`config.mk`:
```
export PLATFORM = sky130hd
export DESIGN_NAME = imm_operand_pipe
export DESIGN_NICKNAME = d
export VERILOG_FILES = /design/src/rtl/imm_operand_pipe.sv
export SDC_FILE = /design/constraint.sdc
export NUM_CORES = 1
export LEC_CHECK = 0
export ABC_AREA = 1
export ABC_CLOCK_PERIOD_IN_PS = 1200
export BUFFER_PORTS_ARGS = -buffer_cell sky130_fd_sc_hd__buf_4
export CAP_MARGIN = 10
export CORE_ASPECT_RATIO = 1.4
export CORE_MARGIN = 3
export CORE_UTILIZATION = 30
export CTS_BUF_LIST = sky130_fd_sc_hd__clkbuf_8
export DETAILED_ROUTE_END_ITERATION = 7
export PLACE_DENSITY = 0.62
export RECOVER_POWER = 50
export SLEW_MARGIN = 25
export SYNTH_ARGS = -nofsm -noshare
export SYNTH_HDL_FRONTEND = slang
export SYNTH_SLANG_ARGS = --single-unit
export TNS_END_PERCENT = 5
```
`constraint.sdc`:
```
create_clock -name CPU_CLK -period 1.2 [get_ports CPU_CLK]
set_input_delay 0.12 -clock CPU_CLK [delete_from_list [all_inputs] [get_ports CPU_CLK]]
set_output_delay 0.12 -clock CPU_CLK [all_outputs]
set_load 0.005 [all_outputs]
```
`src/rtl/imm_operand_pipe.sv`:
```
// imm_operand_pipe
// Decode-stage immediate generator. The immediate for the selected instruction
// format is formed from instruction bits [31:7] and sign/zero-extended to XLEN.
// The result travels with a caller tag through a valid/ready output register.
// An optional one-entry skid buffer makes in_ready a registered signal.
// flush kills every held entry and any input presented in the same cycle.
module imm_operand_pipe #(
  parameter int XLEN  = 32,
  parameter int TAG_W = 8,
  parameter int SKID  = 0
) (
  input  logic             CPU_CLK,
  input  logic             CPU_RST_N,
  input  logic             flush,
  input  logic             in_valid,
  output logic             in_ready,
  input  logic [24:0]      in_instr,
  input  logic [2:0]       in_type,
  input  logic [TAG_W-1:0] in_tag,
  output logic             out_valid,
  input  logic             out_ready,
  output logic [XLEN-1:0]  out_imm,
  output logic [TAG_W-1:0] out_tag,
  output logic [2:0]       out_type
);

  localparam logic [2:0] TYPE_R  = 3'd0;
  localparam logic [2:0] TYPE_I  = 3'd1;
  localparam logic [2:0] TYPE_S  = 3'd2;
  localparam logic [2:0] TYPE_B  = 3'd3;
  localparam logic [2:0] TYPE_U  = 3'd4;
  localparam logic [2:0] TYPE_J  = 3'd5;
  localparam logic [2:0] TYPE_Z  = 3'd6;
  localparam logic [2:0] TYPE_SH = 3'd7;

  // Only RV32 and RV64 immediates are meaningful.
  if ((XLEN != 32'd32) && (XLEN != 32'd64)) begin : g_xlen_bad
    $error("imm_operand_pipe: XLEN must be 32 or 64");
  end

  // Builds the 64-bit extended immediate, then keeps the low XLEN bits.
  // The argument is indexed with real instruction bit numbers [31:7].
  function automatic logic [XLEN-1:0] form_imm(input logic [31:7] ins,
                                               input logic [2:0]  typ);
    logic [63:0] imm64;
    logic        s;
    s = ins[31];
    case (typ)
      TYPE_R:  imm64 = 64'd0;
      TYPE_I:  imm64 = {{52{s}}, ins[31:20]};
      TYPE_S:  imm64 = {{52{s}}, ins[31:25], ins[11:7]};
      TYPE_B:  imm64 = {{51{s}}, s, ins[7], ins[30:25], ins[11:8], 1'b0};
      TYPE_U:  imm64 = {{32{s}}, ins[31:12], 12'd0};
      TYPE_J:  imm64 = {{43{s}}, s, ins[19:12], ins[20], ins[30:21], 1'b0};
      TYPE_Z:  imm64 = {59'd0, ins[19:15]};
      TYPE_SH: imm64 = (XLEN == 32'd32) ? {59'd0, ins[24:20]} : {58'd0, ins[25:20]};
      default: imm64 = 64'd0;
    endcase
    return imm64[XLEN-1:0];
  endfunction

  logic             in_ready_s;
  logic             in_fire_s;
  logic [XLEN-1:0]  new_imm_s;
  logic             out_valid_r;
  logic [XLEN-1:0]  out_imm_r;
  logic [TAG_W-1:0] out_tag_r;
  logic [2:0]       out_type_r;

  assign in_fire_s = in_valid & in_ready_s;
  assign new_imm_s = form_imm(in_instr, in_type);

  assign in_ready  = in_ready_s;
  assign out_valid = out_valid_r;
  assign out_imm   = out_imm_r;
  assign out_tag   = out_tag_r;
  assign out_type  = out_type_r;

  if (SKID == 0) begin : g_noskid
    // The single register can load whenever it is empty or being drained.
    assign in_ready_s = ~out_valid_r | out_ready;

    // Output register: reload on input transfer, clear valid on drain.
    always_ff @(posedge CPU_CLK or negedge CPU_RST_N) begin
      if (!CPU_RST_N) begin
        out_valid_r <= 1'b0;
        out_imm_r   <= '0;
        out_tag_r   <= '0;
        out_type_r  <= 3'd0;
      end else if (flush) begin
        out_valid_r <= 1'b0;
      end else if (in_fire_s) begin
        out_valid_r <= 1'b1;
        out_imm_r   <= new_imm_s;
        out_tag_r   <= in_tag;
        out_type_r  <= in_type;
      end else if (out_ready) begin
        out_valid_r <= 1'b0;
      end else begin
        out_valid_r <= out_valid_r;
      end
    end
  end else begin : g_skid
    logic             skid_valid_r;
    logic [XLEN-1:0]  skid_imm_r;
    logic [TAG_W-1:0] skid_tag_r;
    logic [2:0]       skid_type_r;
    logic             out_hold_s;

    // Accept only while the skid entry is free, so in_ready is a flop output.
    assign in_ready_s = ~skid_valid_r;
    assign out_hold_s = out_valid_r & ~out_ready;

    // Output register plus skid entry; the skid always holds the younger item.
    always_ff @(posedge CPU_CLK or negedge CPU_RST_N) begin
      if (!CPU_RST_N) begin
        out_valid_r  <= 1'b0;
        out_imm_r    <= '0;
        out_tag_r    <= '0;
        out_type_r   <= 3'd0;
        skid_valid_r <= 1'b0;
        skid_imm_r   <= '0;
        skid_tag_r   <= '0;
        skid_type_r  <= 3'd0;
      end else if (flush) begin
        out_valid_r  <= 1'b0;
        skid_valid_r <= 1'b0;
      end else if (out_hold_s) begin
        if (in_fire_s) begin
          skid_valid_r <= 1'b1;
          skid_imm_r   <= new_imm_s;
          skid_tag_r   <= in_tag;
          skid_type_r  <= in_type;
        end else begin
          skid_valid_r <= skid_valid_r;
        end
      end else if (skid_valid_r) begin
        out_valid_r  <= 1'b1;
        out_imm_r    <= skid_imm_r;
        out_tag_r    <= skid_tag_r;
        out_type_r   <= skid_type_r;
        skid_valid_r <= 1'b0;
      end else if (in_fire_s) begin
        out_valid_r <= 1'b1;
        out_imm_r   <= new_imm_s;
        out_tag_r   <= in_tag;
        out_type_r  <= in_type;
      end else begin
        out_valid_r <= 1'b0;
      end
    end
  end

endmodule
```
# Word-level counts from Yosys, hierarchy flattened
# Cells that the tools add are included.
# classes
mux	4
eq_ne	7
bitwise_logic	4
reduce_logical	3
# op_table
op	n
$pmux 32 s8	1
$eq 3x3->1 const B	4
$eq 3x2->1 const B	2
$eq 3x1->1 const B	1
$logic_not 3->1	1
$mux 1	3
$reduce_bool 3->1	1
$not 1->1	2
$reduce_and 2->1	1
$and 1x1->1	1
$or 1x1->1	1
# word_totals
wordCells	22
register_bits	44

# Logic depth before layout (Yosys ltp)
# depth
depth_word	5
depth_mapped	8
ltp_nobuf	7

# Least setup slack after synthesis
# No wires, ideal clock.
# synth_path
path_kind	register -> register
startpoint	register out_valid_r, in the netlist out_valid
endpoint	register out_imm_r[10], in the netlist out_imm[10]
path_stages_with_launch	8
setup_time_ns	0.117
required_time_ns	1.083
path_buffers	1
arrival_time_ns	1.036
path_slack_ns	0.047
cell_sequence	dfrtp_1 inv_1 nor2_1 nor3_2 inv_2 buf_2 nand2_1 nand2_1
# synth_via
elab_chain_cells	4
# synth_rtl
element	line_no	text
start: declaration	65	logic out_valid_r;
start signal: assignment	100	out_valid_r <= out_valid_r;
$not 1->1	81	assign in_ready_s = ~out_valid_r | out_ready;
$or 1x1->1	81	
$and 1x1->1	70	assign in_fire_s = in_valid & in_ready_s;
$reduce_and 2->1 (no source line)	--	
end signal: assignment	94	out_imm_r <= new_imm_s;
end: declaration	66	logic [XLEN-1:0] out_imm_r;
# Every way passes these cells.
# A chain may end at the register's enable or synchronous reset.

# Final worst setup path
# layout_path
startpoint	register out_valid_r, in the netlist out_valid
endpoint	register out_type_r[0], in the netlist out_type[0]
# layout_via
elab_chain_cells	4
# layout_rtl
element	line_no	text
$not 1->1	81	
$or 1x1->1	81	
$and 1x1->1	70	
$reduce_and 2->1 (no source line)	--	
end signal: assignment	96	out_type_r <= in_type;
end: declaration	68	logic [2:0] out_type_r;
# Every way passes these cells.

==> results.json <==
{
  "synth_edf_count": 0,
  "grt_usage": 0.1502,
  "grt_remaining_overflow": 0,
  "p_leak_nw": 1.682,
  "clock_skew_ns": 0.005618,
  "synth_top_area_cell": "dfrtp_1",
  "synthTopCellsByArea": "dfrtp_1 54%, nand2_1 26%, nand3_1 5.6%",
  "finalCritPeriodShare": 0.9732,
  "coreArea_um2": 6613,
  "synth_area_um2": 2043,
  "cp.required_ns": 1.38,
  "grt_pass1_wl_um": 9156,
  "dr.pass1.iters": 4,
  "yosysUniqueCellTypes": 18,
  "slew_headroom": 0.5916,
  "grt_pass1_vias": 1903,
  "areaGrowthSynthToFinish_pct": 43.36,
  "crit_arrival_ns": 1.34,
  "ys_seq_area_frac": 0.5389,
  "ios": 86,
  "synth_compound_area_frac": 0.05756,
  "final_antenna_net_count": 0,
  "setup_viol": 0,
  "slowest_stage": "dfrtp_1",
  "fin_crit_ns": 1.168,
  "synth_xor_area_frac": 0,
  "cts_root_buffer": "clkbuf_8",
  "path_common_cell": "inv_2",
  "cts-buffers-inserted": 5,
  "grt_max_degree": 45,
  "ir_drop_mv": 0.5670,
  "synth-seq-cells": 44,
  "dp_cells": 440,
  "cts-htree-levels": 2,
  "worst_pin_slew_ns": 0.6126,
  "synth_fp_nets": 309,
  "synth_top_family_by_area": "simple AND/OR/NAND/NOR gates",
  "drt_iter0_drc": 160,
  "final_util": 0.4430,
  "final-instance-count-excl-fill": 449,
  "crit_fanout": 25,
  "worstSetupStartpointType": "register",
  "synthCells": 268,
  "final_common_cell": "nand2_1",
  "slew_viol_final": 0,
  "synth-async-reset-ratio": 1.000,
  "layout_common_cells": "143 x nand2_1, 88 x buf_4, 44 x dfrtp_1, 23 x nand3_1, 16 x inv_1",
  "worstHoldPathType": "in -> reg",
  "dpl.hpwl_um": 4269,
  "nNetsFinal": 398,
  "post-place-ws_ns": 0.02189,
  "power_density_nw_per_um2": 1217,
  "wire_per_inst_um": 12.80,
  "cts_sinks": 44,
  "syn_area_per_cell_um2": 7.624,
  "drt-total-wl_um": 5745,
  "vias": 1980,
  "yosys.area.top_type_share": 0.5389,
  "drc": 0,
  "worst-path-buf-inv": 3,
  "cp_top_family": "flip-flops",
  "status": "completed",
  "port_buffers": 85,
  "cp_cell_sequence": "inv_2, nor2_2, nor3_4, inv_2, buf_12, nand2_1, o21ai_0",
  "ys.flop_type": "dfrtp_1",
  "fin_ws_ns": 0.03215,
  "cts_tree": "done",
  "antenna_found_initial": 0,
  "die_area_um2": 7851,
  "r2r_slack_ns": 0.03,
  "die_h_um": 103.6,
  "cpPeakStageDelay_ns": 0.39,
  "num_antenna_cells": 0,
  "synthMuxAreaShare": 0,
  "ys_warn_count": 0,
  "cp-end-kind": "register",
  "gp_congestion": 0.7823,
  "rows": 35,
  "start_util": 0.3090,
  "insertion_delay_ns": 0.29,
  "cap_viol_max_count": 0,
  "path_clk_slew_ns": 0.08,
  "placed_area_um2": 2829,
  "fp.dieW_um": 75.75,
  "max_freq_ghz": 0.8563,
  "synth_fa_ha_area_frac": 0,
  "viasPerCell": 4.410,
  "final_area_um2": 2929,
  "ctsLongestPathBuffers": 2,
  "yosys.area_share.simple": 0.3374,
  "rsz0062_at_grt": "true",
  "drive_above_1_share": 0.2997,
  "final_hold_viol_count": 0,
  "critical_path_class": "reg -> reg"
}
power by group:
group	leakage (nW)	total (mW)	switching, mW	internal [mW]
Combinational	1.07	0.909	0.421	0.488
Sequential	0.566	1.80	0.115	1.69
Clock	0.0452	0.854	0.466	0.387
Total	1.68	3.56	1.00	2.56
worst register-to-register path, delay by kind of cell (launching register included):
kind	cells	cell delay [ns]
AND/OR/NAND/NOR	3	0.28
buffers and inverters	3	0.32
AO/OA/AOI/OAI	1	0.07
flip-flops	1	0.39
Yosys cell counts, types with 2 or more instances:
cell type	n
nand2_1	143
dfrtp_1	44
nand3_1	23
inv_1	16
o21ai_1	10
buf_2	9
nor2_1	4
o21ai_0	4
a21oi_1	3
inv_2	3
clkbuf_1	2
stage by stage:
step / hold WS, ns / TNS [ns] / total power, mW
2_1_floorplan: -0.1756 / 0 / 2.153
3_3_place_gp: 0.1517 / 0 / 2.743
3_5_place_dp: 0.1535 / 0 / 2.753
4_1_cts: 0.02001 / 0 / 3.631
5_1_grt: 0.03065 / -1.012 / 3.813
6_report: 0.02530 / 0 / 3.565
layout make-up:
class	instances	area (um^2)
clock buffers	5	68.82
inverters	19	71.32
flip-flops and latches	44	1101
well taps	92	115.1
clock inverters	2	8.758
fillers	674	3684
multi-input cells	193	815.8
repair buffers	94	748.2
cell families (layout without fill, tap and decap cells):
group / after synthesis / after routing
AOI/OAI and AO/OA: 20 / 20
DFF: 44 / 44
buffers and inverters: 31 / 120
and+or+nand+nor: 173 / 173
routing by layer:
metal / vias to the layer above / share of wire / routed length, um / global-route usage
met4: 0 / 0.021 / 119 / 0.04750
li1: 1001 / - / - / -
met1: 892 / 0.40 / 2299 / 0.1839
met3: 12 / 0.068 / 392 / 0.03495
met5: - / 0 / 0 / 0
met2: 75 / 0.51 / 2935 / 0.2518
registers in the layout, indices dropped and copies added (netlist names):
| register | flops |
|---|---|
| out_imm | 32 |
| out_tag | 8 |
| out_type | 3 |
| out_valid | 1 |
worst paths after layout:
kind,from,end,cells after the start
hold reg to reg,out_imm[17],out_imm[17],2
setup reg to reg,out_valid,out_type[0],7
setup / recovery,out_valid,out_type[0],7
max in group asynchronous,CPU_RST_N,out_imm[6],2
min in group asynchronous,CPU_RST_N,out_type[0],2
hold / removal,in_tag[2],out_tag[2],3
what timing repair did:
item,CTS,global route
endpoints found under the setup margin,1,44
hold endpoints to repair,45,0
hold buffers,2,0
buffers inserted,0,0
resized for setup,1,2
Note: power is estimated with default switching activity, not from simulation.
